### config.mk
export PLATFORM = sky130hd
export DESIGN_NAME = fir_channel_scheduler
export DESIGN_NICKNAME = d
export VERILOG_FILES = /design/src/rtl/audio_pkg.sv /design/src/rtl/engine_watchdog.sv /design/src/rtl/fir_channel_scheduler.sv
export SDC_FILE = /design/constraint.sdc
export NUM_CORES = 1
export LEC_CHECK = 0
export CAP_MARGIN = 30
export CORE_MARGIN = 10
export CORE_UTILIZATION = 51
export DETAILED_ROUTE_END_ITERATION = 16
export HOLD_SLACK_MARGIN = 0.06
export PLACE_DENSITY_LB_ADDON = 0.1
export SLEW_MARGIN = 20
export SYNTH_ARGS = -nofsm -noshare
export SYNTH_HDL_FRONTEND = slang
export SYNTH_SLANG_ARGS = --single-unit
### constraint.sdc
create_clock -name i_clock -period 2.95 [get_ports i_clock]
set_clock_uncertainty 0.2 [all_clocks]
set_input_delay 0.4425 -clock i_clock [delete_from_list [all_inputs] [get_ports i_clock]]
set_output_delay 0.4425 -clock i_clock [all_outputs]
set_load 0.005 [all_outputs]
### src/rtl/audio_pkg.sv
// Shared audio definitions: sample width, channel encoding and scheduler states.
package audio_pkg;

  localparam int AUDIO_DATA_WIDTH = 24;

  localparam logic CH_LEFT  = 1'b0;
  localparam logic CH_RIGHT = 1'b1;

  typedef enum logic [2:0] {
    IDLE,
    START_L,
    WAIT_L,
    START_R,
    WAIT_R,
    OUTPUT
  } sched_state_t;

endpackage

### src/rtl/engine_watchdog.sv
// Per-job watchdog: counts wait cycles and flags the cycle in which the
// engine has used up its whole allowance.
module engine_watchdog #(
  parameter int TIMEOUT_CYCLES = 1023
) (
  input  logic clock,
  input  logic reset_n,
  input  logic clear,
  input  logic count_en,
  output logic expired
);

  localparam int CW = $clog2(TIMEOUT_CYCLES + 1);
  localparam logic [CW-1:0] LAST = CW'(TIMEOUT_CYCLES - 1);

  logic [CW-1:0] count;

  // Count completed wait cycles; the counter parks on its last value
  always_ff @(posedge clock) begin
    if (!reset_n || clear) begin
      count <= '0;
    end else if (count_en && count != LAST) begin
      count <= count + CW'(1);
    end
  end

  // The wait cycle numbered TIMEOUT_CYCLES (first wait cycle is 1) expires
  assign expired = count_en && (count == LAST);

endmodule

### src/rtl/fir_channel_scheduler.sv
// Shares one mono FIR engine between left and right: captures a stereo pair,
// runs left then right through the engine and emits one stereo strobe.
module fir_channel_scheduler
  import audio_pkg::*;
#(
  parameter int DATA_WIDTH     = AUDIO_DATA_WIDTH,
  parameter int TIMEOUT_CYCLES = 1023
) (
  input  logic                  i_clock,
  input  logic                  i_reset_n,
  input  logic                  i_bypass,
  input  logic                  i_clear_stats,
  input  logic                  i_data_valid,
  input  logic [DATA_WIDTH-1:0] i_data_left,
  input  logic [DATA_WIDTH-1:0] i_data_right,
  output logic                  o_eng_start,
  output logic                  o_eng_channel,
  output logic [DATA_WIDTH-1:0] o_eng_data,
  input  logic                  i_eng_done,
  input  logic [DATA_WIDTH-1:0] i_eng_data,
  output logic                  o_data_valid,
  output logic [DATA_WIDTH-1:0] o_data_left,
  output logic [DATA_WIDTH-1:0] o_data_right,
  output logic                  o_busy,
  output logic [15:0]           o_overrun_count,
  output logic                  o_timeout
);

  sched_state_t state, next_state;

  logic [DATA_WIDTH-1:0] cap_left, cap_right;
  logic [DATA_WIDTH-1:0] res_left, res_right;
  logic [DATA_WIDTH-1:0] res_left_next, res_right_next;
  logic capture, overrun, timeout_hit, load_out, in_wait, expired;

  assign in_wait      = (state == WAIT_L) || (state == WAIT_R);
  assign o_eng_start  = (state == START_L) || (state == START_R);
  assign o_data_valid = (state == OUTPUT);
  assign o_busy       = (state != IDLE);

  engine_watchdog #(
    .TIMEOUT_CYCLES(TIMEOUT_CYCLES)
  ) u_watchdog (
    .clock   (i_clock),
    .reset_n (i_reset_n),
    .clear   (o_eng_start),
    .count_en(in_wait),
    .expired (expired)
  );

  // Next-state, result selection and capture/overrun decisions
  always_comb begin
    next_state     = state;
    capture        = 1'b0;
    overrun        = 1'b0;
    timeout_hit    = 1'b0;
    load_out       = 1'b0;
    res_left_next  = res_left;
    res_right_next = res_right;
    case (state)
      IDLE, OUTPUT: begin
        next_state = IDLE;
        if (i_data_valid) begin
          capture    = 1'b1;
          next_state = i_bypass ? OUTPUT : START_L;
        end
      end
      START_L: begin
        overrun    = i_data_valid;
        next_state = WAIT_L;
      end
      WAIT_L: begin
        overrun = i_data_valid;
        if (i_eng_done) begin
          res_left_next = i_eng_data;
          next_state    = START_R;
        end else if (expired) begin
          res_left_next = cap_left;
          timeout_hit   = 1'b1;
          next_state    = START_R;
        end
      end
      START_R: begin
        overrun    = i_data_valid;
        next_state = WAIT_R;
      end
      WAIT_R: begin
        overrun = i_data_valid;
        if (i_eng_done) begin
          res_right_next = i_eng_data;
          load_out       = 1'b1;
          next_state     = OUTPUT;
        end else if (expired) begin
          res_right_next = cap_right;
          timeout_hit    = 1'b1;
          load_out       = 1'b1;
          next_state     = OUTPUT;
        end
      end
      default: next_state = IDLE;
    endcase
    if (capture && i_bypass) begin
      res_left_next  = i_data_left;
      res_right_next = i_data_right;
      load_out       = 1'b1;
    end
  end

  // Scheduler state register
  always_ff @(posedge i_clock) begin
    if (!i_reset_n) begin
      state <= IDLE;
    end else begin
      state <= next_state;
    end
  end

  // Capture, result, engine-request and output sample registers
  always_ff @(posedge i_clock) begin
    if (!i_reset_n) begin
      cap_left      <= '0;
      cap_right     <= '0;
      res_left      <= '0;
      res_right     <= '0;
      o_data_left   <= '0;
      o_data_right  <= '0;
      o_eng_channel <= CH_LEFT;
      o_eng_data    <= '0;
    end else begin
      if (capture) begin
        cap_left  <= i_data_left;
        cap_right <= i_data_right;
      end
      res_left  <= res_left_next;
      res_right <= res_right_next;
      if (load_out) begin
        o_data_left  <= res_left_next;
        o_data_right <= res_right_next;
      end
      if (next_state == START_L) begin
        o_eng_channel <= CH_LEFT;
        o_eng_data    <= i_data_left;
      end else if (next_state == START_R) begin
        o_eng_channel <= CH_RIGHT;
        o_eng_data    <= cap_right;
      end
    end
  end

  // Saturating overrun count and sticky timeout flag; same-cycle events beat a clear
  always_ff @(posedge i_clock) begin
    if (!i_reset_n) begin
      o_overrun_count <= '0;
      o_timeout       <= 1'b0;
    end else if (i_clear_stats) begin
      o_overrun_count <= overrun ? 16'd1 : 16'd0;
      o_timeout       <= timeout_hit;
    end else begin
      if (overrun && o_overrun_count != 16'hFFFF) begin
        o_overrun_count <= o_overrun_count + 16'd1;
      end
      if (timeout_hit) begin
        o_timeout <= 1'b1;
      end
    end
  end

endmodule

==> results.py, run 1 <==
metrics = {
    "cts": {
        "clk_path_buf_depth": 2,
        "cts_root_buf": "clkbuf_16",
        "path_clk_slew_ns": 0.07,
        "cts.repair.resized": 0,
        "post_cts_buffers": 0,
        "h-tree-depth": 4,
        "worst_skew_pair.late_latency_ns": 0.43,
        "postCtsHoldBufs": 0,
        "cts.sinks": 175,
        "cts_buffers": 17,
        "cts_tree": "built",
    },
    "power": {
        "power.density_mw_per_mm2": 675,
        "finalPower_mw": 6.92,
        "p_leak_nw": 3.54,
        "ir_worst_vdd_mv": 0.472,
    },
    "routing": {
        "vias": 7854,
        "top_layer": "met4",
        "wl_per_cell_um": 19.8,
        "ant_nets": 0,
        "wl_met2_mm": 11.9,
        "wl_mm": 25.7,
        "via_per_inst": 6.05,
        "drt_iter0_drc": 674,
        "met1_length_mm": 11.0,
        "first_pass_iters": 5,
        "drc": 0,
        "met3_length_mm": 2.38,
    },
    "setup_path": {
        "critPathMaxFanout": 45,
        "slowest_stage": "dfxtp_1",
        "critical_path_arrival_ns": 2.80,
        "critical_path_required_ns": 3.08,
        "path_class": "reg2reg",
        "crit_path_start_kind": "flop",
        "path_cells": "xnor2_1 > o41a_1 > nand2b_2 > buf_12 > o311ai_1",
        "end_kind": "flop",
        "slowest_delay_ns": 0.62,
    },
    "sta": {
        "timing.final.crit_share_pct": 90.4,
        "setup_viol": 0,
        "clock.fmax_mhz": 375,
        "max-slew-margin-rel_pct": 50.3,
        "rsz0062_at_grt": "no",
        "finalMaxSlewViolations": 0,
        "setup_ws_ns": 0.282,
        "hold_violations": 0,
        "holdWs_ns": 0.254,
        "tightest_slew_ns": 0.740,
        "finalSetupTns_ns": 0,
        "period_minus_slack_ns": 2.67,
    },
    "global_route": {
        "groute.usage.overall_pct": 24.4,
        "antenna_found_initial": 1,
        "grt_remaining_overflow": 0,
        "grt_max_degree": 66,
        "grt_pass1_wl_mm": 40.5,
        "grt_pass1_vias": 7327,
    },
    "cells_and_area": {
        "design_area_mm2": 0.0102,
        "register_area_mm2": 0.00350,
        "fill_cells": 1303,
        "final_core_util_pct": 67.7,
        "multiInputGateArea_mm2": 0.00398,
        "final_nets": 1179,
        "layoutNonFillerInstCount": 1299,
        "drive_above_1_share_pct": 7.48,
        "syn_to_final_growth_pct": 30.2,
        "mostFrequentLayoutCells": "dfxtp_1 (175), clkdlybuf4s50_1 (169), nand2_1 (167)",
        "final_common_cell": "dfxtp_1",
    },
    "placement": {
        "post-place-cells": 1267,
        "place_ws_ns": 0.320,
        "place_congestion": 0.917,
        "place_hpwl_mm": 17.6,
        "placed_cell_area_mm2": 0.00970,
        "portBuffers": 170,
    },
    "floorplan": {
        "die_h_um": 144,
        "coreArea_mm2": 0.0151,
        "placementRows": 45,
        "die-area_mm2": 0.0208,
        "die_w_um": 144,
        "ios": 171,
        "start_util_pct": 52.0,
    },
    "logic_synthesis": {
        "synthArstFlopShare_pct": 0,
        "synth_seq_cells": 175,
        "syn_inst": 979,
        "synth-main-ff-cell": "dfxtp_1",
        "synthesis.nets": 1060,
        "ys_warn_count": 0,
        "synth_edf_count": 0,
        "ys_seq_area_share_pct": 44.5,
        "avgSynthCellArea_um2": 8.04,
        "ys_types": 51,
        "netlist_area_mm2": 0.00787,
    },
    "worst_hold_path": {
        "min_path_type": "reg2reg",
    },
    "run": {
        "cap_violations": 0,
    },
    "run_status": {
        "outcome": "complete, no violations",
    },
}
[final timing paths]
check,end,cells past startpoint,start,slack (ns)
max,o_data_left[21]$_SDFFE_PN0P_,5,state[1]$_SDFF_PN0_,0.28
min,o_data_right[16]$_SDFFE_PN0P_,2,o_data_right[16]$_SDFFE_PN0P_,0.25
max reg2reg,o_data_left[21]$_SDFFE_PN0P_,5,state[1]$_SDFF_PN0_,0.28
min reg2reg,o_data_right[16]$_SDFFE_PN0P_,2,o_data_right[16]$_SDFFE_PN0P_,0.25
[cell usage after synthesis, drive strengths merged (8+ instances only)]
cell    count  area share [%]
nand2     167             8.0
dfxtp     175              45
a21oi     120             8.2
nand3      48             3.1
o21ai      61             3.9
o311ai     24             2.7
xor2       17             1.9
a221o      15             1.9
clkbuf     76             3.6
nand4      34             2.7
and3        8            0.64
nor2       60             2.9
mux2i      24             3.1
a31oi      58             4.6
buf        20             1.4
[critical path, delay by kind of cell (launching register included)]
kind | cells | cell delay [ns]
compound gates | 2 | 0.90
flops | 1 | 0.62
simple gates | 1 | 0.40
buf+inv | 1 | 0.26
xor+xnor | 1 | 0.16
[power breakdown]
part	switching [mW]	leakage, nW	internal, mW
clock network	0.969	0.258	1.16
registers	0.237	1.43	2.71
logic	1.03	1.85	0.821
total	2.23	3.54	4.69
[cell families (layout without fill, tap and decap cells)]
| logic type | count (synthesis) | after routing | synth area share (%) |
|---|---|---|---|
| simple gates | 350 | 350 | 20.3 |
| compound gates | 301 | 301 | 23.7 |
| flops | 175 | 175 | 44.5 |
| buf+inv | 103 | 234 | 5.33 |
| mux | 24 | 24 | 3.05 |
| xor+xnor | 23 | 23 | 2.56 |
| fa+ha+maj | 3 | 3 | 0.477 |
| other cells | 0 | 1 | 0 |
[layout make-up]
| class | instances | area share [%] |
|---|---|---|
| Clock buffer | 18 | 4.19 |
| Clock inverter | 13 | 1.12 |
| Multi-Input combinational cell | 701 | 38.9 |
| Tap cell | 188 | 2.30 |
| Sequential cell | 175 | 34.2 |
| Timing Repair Buffer | 196 | 19.1 |
| Inverter | 7 | 0.256 |
| Antenna cell | 1 | 0.0244 |
[state kept, by name, indices dropped and copies added (netlist names)]
name	flops
cap_left	24
cap_right	24
o_data_left	24
o_data_right	24
o_eng_channel	1
o_eng_data	24
o_overrun_count	16
o_timeout	1
res_left	24
state	3
u_watchdog.count	10
[per-layer routing]
metal / vias up / global-route usage (%)
met4: 0 / 7.39
met3: 33 / 6.13
met1: 3699 / 32.9
met2: 356 / 37.6
li1: 3766 / -
met5: - / 0
No activity file was read; power rests on OpenSTA's default activity.
==> run 2, diff against run 1 <==
- CORE_UTILIZATION: 51 -> 52
- SYNTH_HIERARCHICAL: not set -> 1
==> results.py, run 2 <==
metrics = {
    "run_status": {
        "outcome": "complete, no violations",
    },
    "routing": {
        "drc": 0,
        "first_pass_iters": 5,
        "ant_nets": 0,
        "wl_per_cell_um": 19.6,
        "vias": 8256,
        "drt_iter0_drc": 827,
        "via_per_inst": 5.99,
        "wl_mm": 27.1,
    },
    "cts": {
        "clk_path_buf_depth": 2,
        "worst_skew_pair.late_latency_ns": 0.42,
        "cts.sinks": 175,
        "cts.repair.resized": 0,
        "cts_tree": "built",
        "cts_buffers": 17,
        "post_cts_buffers": 0,
        "h-tree-depth": 4,
        "cts_root_buf": "clkbuf_16",
        "postCtsHoldBufs": 0,
        "path_clk_slew_ns": 0.06,
    },
    "setup_path": {
        "r2r_end": "o_data_left[0]$_SDFFE_PN0P_",
        "path_class": "reg2reg",
        "r2r_slack_ns": 0.31,
        "crit_path_start_kind": "flop",
        "path_cells": "inv_1 > ha_1 > nand3_1 > or3_4 > nor2_4 > or2_1 > nand2_1 > buf_4 > o311ai_0 > a21oi_1",
        "critical_path_required_ns": 3.03,
        "slowest_delay_ns": 0.42,
        "critical_path_arrival_ns": 2.72,
        "end_kind": "flop",
        "worstReg2RegStart": "u_watchdog/count[0]$_SDFFE_PP0P_",
        "startpoint": "u_watchdog/count[0]$_SDFFE_PP0P_",
        "r2r_cells": 10,
        "slowest_stage": "or3_4",
        "critPathMaxFanout": 29,
    },
    "logic_synthesis": {
        "synth_seq_cells": 175,
        "ys_warn_count": 6,
        "synth_most_common_cell": "dfxtp_1",
        "synth_edf_count": 0,
        "synth_top_area_cell": "dfxtp_1",
        "synthesis.nets": 1111,
        "synth-main-ff-cell": "dfxtp_1",
        "avgSynthCellArea_um2": 8.32,
        "synth_top_area_share_pct": 40.9,
        "netlist_area_mm2": 0.00857,
        "synth_area_leaders": "dfxtp_1 (41%), a21oi_1 (8.2%), nand2_1 (6.8%)",
        "synth_common_cells": "dfxtp_1 (175), nand2_1 (156), a21oi_1 (140), clkbuf_1 (63), nor2_1 (36)",
        "syn_inst": 1030,
        "synthArstFlopShare_pct": 0,
        "ys_types": 63,
        "ys_seq_area_share_pct": 40.9,
    },
    "sta": {
        "timing.final.crit_share_pct": 89.6,
        "rsz0062_at_grt": "no",
        "finalSetupTns_ns": 0,
        "tightest_slew_ns": 0.676,
        "max-slew-margin-rel_pct": 54.9,
        "finalMaxSlewViolations": 0,
        "period_minus_slack_ns": 2.64,
        "setup_ws_ns": 0.308,
        "setup_viol": 0,
        "hold_violations": 0,
        "clock.fmax_mhz": 378,
    },
    "worst_hold_path": {
        "min_to": "cap_left[10]$_SDFFE_PN0N_",
        "min_delay_path_depth": 2,
        "hold_start": "cap_left[10]$_SDFFE_PN0N_",
        "min_path_type": "reg2reg",
    },
    "run": {
        "cap_violations": 0,
    },
    "cells_and_area": {
        "final_nets": 1230,
        "syn_to_final_growth_pct": 28.1,
        "final_core_util_pct": 68.6,
        "multiInputGateArea_mm2": 0.00451,
        "drive_above_1_share_pct": 10.2,
        "antennaDiodeCount": 0,
        "final_common_cell": "dfxtp_1",
        "register_area_mm2": 0.00350,
        "mostFrequentLayoutCells": "dfxtp_1 (175), clkdlybuf4s50_1 (169), nand2_1 (156)",
        "fill_cells": 1432,
    },
    "power": {
        "power.density_mw_per_mm2": 715,
        "finalPower_mw": 7.85,
        "ir_worst_vdd_mv": 0.473,
        "p_leak_nw": 3.87,
    },
    "placement": {
        "portBuffers": 170,
        "place_ws_ns": 0.310,
        "place_hpwl_mm": 18.4,
        "place_congestion": 0.889,
    },
    "global_route": {
        "grt_pass1_wl_mm": 42.5,
        "groute.usage.overall_pct": 23.7,
        "grt_remaining_overflow": 0,
        "grt_pass1_vias": 7704,
        "grt_max_degree": 137,
        "antenna_found_initial": 0,
    },
    "floorplan": {
        "start_util_pct": 53.6,
        "die_h_um": 148,
        "ios": 171,
        "die_w_um": 148,
        "placementRows": 46,
        "coreArea_mm2": 0.0160,
        "die-area_mm2": 0.0220,
    },
}
[run 2: metal layers]
metal	vias to the layer above	routed length (um)	GRT usage [%]
li1	3966	-	-
met2	328	12200	35.4
met5	-	0	0
met1	3930	12100	32.8
met3	32	2410	6.49
met4	0	344	6.34
[run 2: worst max-delay path by stage]
stage	slack, ns	depth (start not counted)	endpoint
5_1_grt	0.09	10	o_data_left[23]$_SDFFE_PN0P_
6_report	0.31	10	o_data_left[0]$_SDFFE_PN0P_
3_3_place_gp	0.40	6	o_data_right[19]$_SDFFE_PN0P_
4_1_cts	0.30	10	o_data_left[0]$_SDFFE_PN0P_
3_5_place_dp	0.31	10	o_data_left[0]$_SDFFE_PN0P_
2_1_floorplan	0.14	16	o_eng_data[10]$_SDFFE_PN0P_
[run 2: logic make-up (layout without fill, tap and decap cells)]
logic type,Yosys count,count (layout),synth area share (%)
AO/OA/AOI/OAI,349,349,27.8
AND/OR/NAND/NOR,312,312,17.4
flip-flops,175,175,40.9
buffers and inverters,137,269,7.05
multiplexers,45,45,5.52
XOR/XNOR,8,8,0.818
adder cells (fa/ha/maj),4,4,0.555
[run 2: cell type report]
| cell class | instances | area share (%) |
|---|---|---|
| clock inverter | 8 | 0.969 |
| timing repair buffer | 202 | 18.0 |
| inverter | 35 | 1.22 |
| sequential | 175 | 31.9 |
| multi-input combinational | 718 | 41.1 |
| tap | 216 | 2.46 |
| clock buffer | 24 | 4.39 |
[run 2: critical path: cells and delay by family (launching register included)]
family | cells | cell delay (ns)
AOI/OAI and AO/OA | 2 | 0.46
buffers and inverters | 2 | 0.34
adders and majority gates | 1 | 0.17
DFF | 1 | 0.33
and+or+nand+nor | 5 | 0.99
[run 2: per-stage QoR]
stage               hold slack (ns)  std cells  instance area, um2
finish                        0.254       1378               11000
global placement              0.242       1346               10400
detailed placement            0.247       1346               10400
CTS                           0.255       1378               11000
floorplan                     0.236       1030                8570
global route                  0.269       1378               11000
[run 2: report_power, final]
group          internal (mW)  switching [mW]  total (mW)
Combinational           1.23            1.40        2.62
Clock                   1.32           0.932        2.25
Sequential              2.74           0.239        2.98
Total                   5.28            2.57        7.85
==> run 3, diff against run 2 <==
- ABC_AREA: not set -> 1
- CORE_UTILIZATION: 52 -> 53
==> results.py, run 3 <==
metrics = {
    "run_status": {
        "outcome": "complete, no violations",
    },
    "cts": {
        "postCtsHoldBufs": 0,
        "path_clk_slew_ns": 0.07,
        "post_cts_buffers": 0,
        "clk_path_buf_depth": 2,
        "cts_buffers": 17,
        "worst_skew_pair.late_latency_ns": 0.44,
        "h-tree-depth": 4,
        "cts.repair.resized": 0,
        "cts_root_buf": "clkbuf_16",
        "cts.sinks": 199,
        "cts_tree": "built",
    },
    "cells_and_area": {
        "design_area_mm2": 0.0115,
        "drive_above_1_share_pct": 5.24,
        "final_core_util_pct": 69.1,
        "syn_to_final_growth_pct": 26.5,
        "antennaDiodeCount": 0,
        "final_common_cell": "nand2_1",
        "mostFrequentLayoutCells": "nand2_1 (327), dfxtp_1 (199), clkdlybuf4s50_1 (169)",
        "final_nets": 1556,
    },
    "placement": {
        "portBuffers": 170,
        "place_hpwl_mm": 19.4,
        "placed_cell_area_mm2": 0.0109,
        "place_congestion": 0.893,
    },
    "routing": {
        "vias": 9159,
        "wl_mm": 28.0,
        "first_pass_iters": 6,
        "wl_per_cell_um": 16.4,
        "drt_iter0_drc": 680,
        "ant_nets": 0,
        "via_per_inst": 5.36,
        "drc": 0,
    },
    "floorplan": {
        "start_util_pct": 54.6,
        "coreArea_mm2": 0.0167,
        "die-area_mm2": 0.0229,
        "ios": 171,
        "die_h_um": 151,
        "placementRows": 47,
        "die_w_um": 151,
    },
    "setup_path": {
        "critical_path_arrival_ns": 2.83,
        "critPathMaxFanout": 46,
        "end_kind": "flop",
        "crit_path_start_kind": "flop",
        "path_class": "reg2reg",
        "critical_path_required_ns": 3.11,
    },
    "logic_synthesis": {
        "synth_area_leaders": "dfxtp_1 (44%), nand2_1 (14%), nor2_1 (6.4%)",
        "synthArstFlopShare_pct": 0,
        "synth_seq_cells": 199,
        "netlist_area_mm2": 0.00912,
        "ys_types": 31,
        "ys_warn_count": 6,
        "synth_top_area_cell": "dfxtp_1",
        "synth_common_cells": "nand2_1 (329), dfxtp_1 (199), nor2_1 (155), inv_1 (151), o21ai_0 (116)",
        "synth_edf_count": 0,
        "ys_seq_area_share_pct": 43.7,
        "synth_most_common_cell": "nand2_1",
        "syn_inst": 1344,
        "synth_top_area_share_pct": 43.7,
        "synth-main-ff-cell": "dfxtp_1",
        "avgSynthCellArea_um2": 6.79,
        "synthesis.nets": 1425,
    },
    "worst_hold_path": {
        "min_path_type": "in2reg",
    },
    "global_route": {
        "grt_remaining_overflow": 0,
        "grt_pass1_wl_mm": 43.8,
        "grt_max_degree": 98,
        "groute.usage.overall_pct": 24.0,
        "antenna_found_initial": 1,
        "grt_pass1_vias": 8580,
    },
    "sta": {
        "period_minus_slack_ns": 2.66,
        "setup_viol": 0,
        "finalSetupTns_ns": 0,
        "rsz0062_at_grt": "no",
        "finalMaxSlewViolations": 0,
        "hold_violations": 0,
        "clock.fmax_mhz": 375,
        "max-slew-margin-rel_pct": 39.0,
        "timing.final.crit_share_pct": 90.3,
        "holdWs_ns": 0.159,
        "tightest_slew_ns": 0.915,
    },
    "power": {
        "power.density_mw_per_mm2": 660,
        "p_leak_nw": 4.89,
        "ir_worst_vdd_mv": 0.518,
        "finalPower_mw": 7.61,
    },
    "run": {
        "cap_violations": 0,
    },
}
[run 3: cell types whose count changed after synthesis, moves of 27 or more]
cell | before | now
a21oi_1 | 140 | 112
nand2_1 | 156 | 329
o21ai_0 | 18 | 116
nand3_1 | 9 | 74
mux2i_1 | 27 | 0
nand2b_1 | 28 | 0
o21ai_1 | 0 | 31
o211ai_1 | 21 | 49
nor2_1 | 36 | 155
inv_1 | 34 | 151
[run 3: critical path, stage by stage (launching register included)]
cell and delay, ns:
dfxtp_1 0.34, inv_1 0.09, ha_1 0.15, nand3_1 0.08, nor2_2 0.14, nand2_4 0.10, nor2_1 0.15, inv_1 0.06
nand2_1 0.11, nand2_2 0.08, buf_4 0.24, nand2_4 0.13, buf_4 0.40, o21ai_0 0.13, a21oi_1 0.15
[run 3: layout make-up]
| cell class | instances | area [um2] |
|---|---|---|
| flip-flops and latches | 199 | 3980 |
| fillers | 1483 | 5160 |
| clock buffers | 18 | 439 |
| clock inverters | 14 | 159 |
| repair buffers | 190 | 1870 |
| multi-input cells | 908 | 4210 |
| inverters | 159 | 602 |
| well taps | 220 | 275 |
[run 3: per-layer routing]
layer,GRT usage [%],routed length (um),vias up
met1,28.0,11400,4242
met4,8.61,604,2
li1,-,-,4568
met2,41.5,13900,302
met5,0,13,-
met3,6.35,2130,45
[run 3: path summary, 6_finish.rpt]
| kind | to | slack (ns) | start | depth (start not counted) |
|---|---|---|---|---|
| worst min-delay path | o_eng_data[17]$_SDFFE_PN0P_ | 0.16 | i_reset_n | 3 |
| worst min register to register | cap_left[0]$_SDFFE_PN0N_ | 0.25 | cap_left[0]$_SDFFE_PN0N_ | 2 |
| worst max register to register | o_data_left[20]$_SDFFE_PN0P_ | 0.29 | u_watchdog/count[0]$_SDFFE_PP0P_ | 14 |
| worst max-delay path | o_data_left[20]$_SDFFE_PN0P_ | 0.29 | u_watchdog/count[0]$_SDFFE_PP0P_ | 14 |
[run 3: through the flow]
step                instances  worst slack (ns)
floorplan                1344             0.774
global placement         1676             0.406
detailed placement       1676             0.339
CTS                      1708             0.310
global route             1708             0.104
finish                   1708             0.285
[run 3: logic make-up after synthesis]
kind of cell / Yosys count / share of synthesized area, %
simple gates: 585 / 26.2
compound gates: 313 / 18.8
buf+inv: 237 / 10.3
flops: 199 / 43.7
xor+xnor: 7 / 0.672
fa+ha+maj: 3 / 0.412
[run 3: power breakdown]
part / internal, mW / switching (mW) / leakage (nW)
clock network: 1.30 / 1.11 / 0.290
logic: 0.833 / 1.17 / 2.97
registers: 3.04 / 0.160 / 1.63
total: 5.17 / 2.44 / 4.89
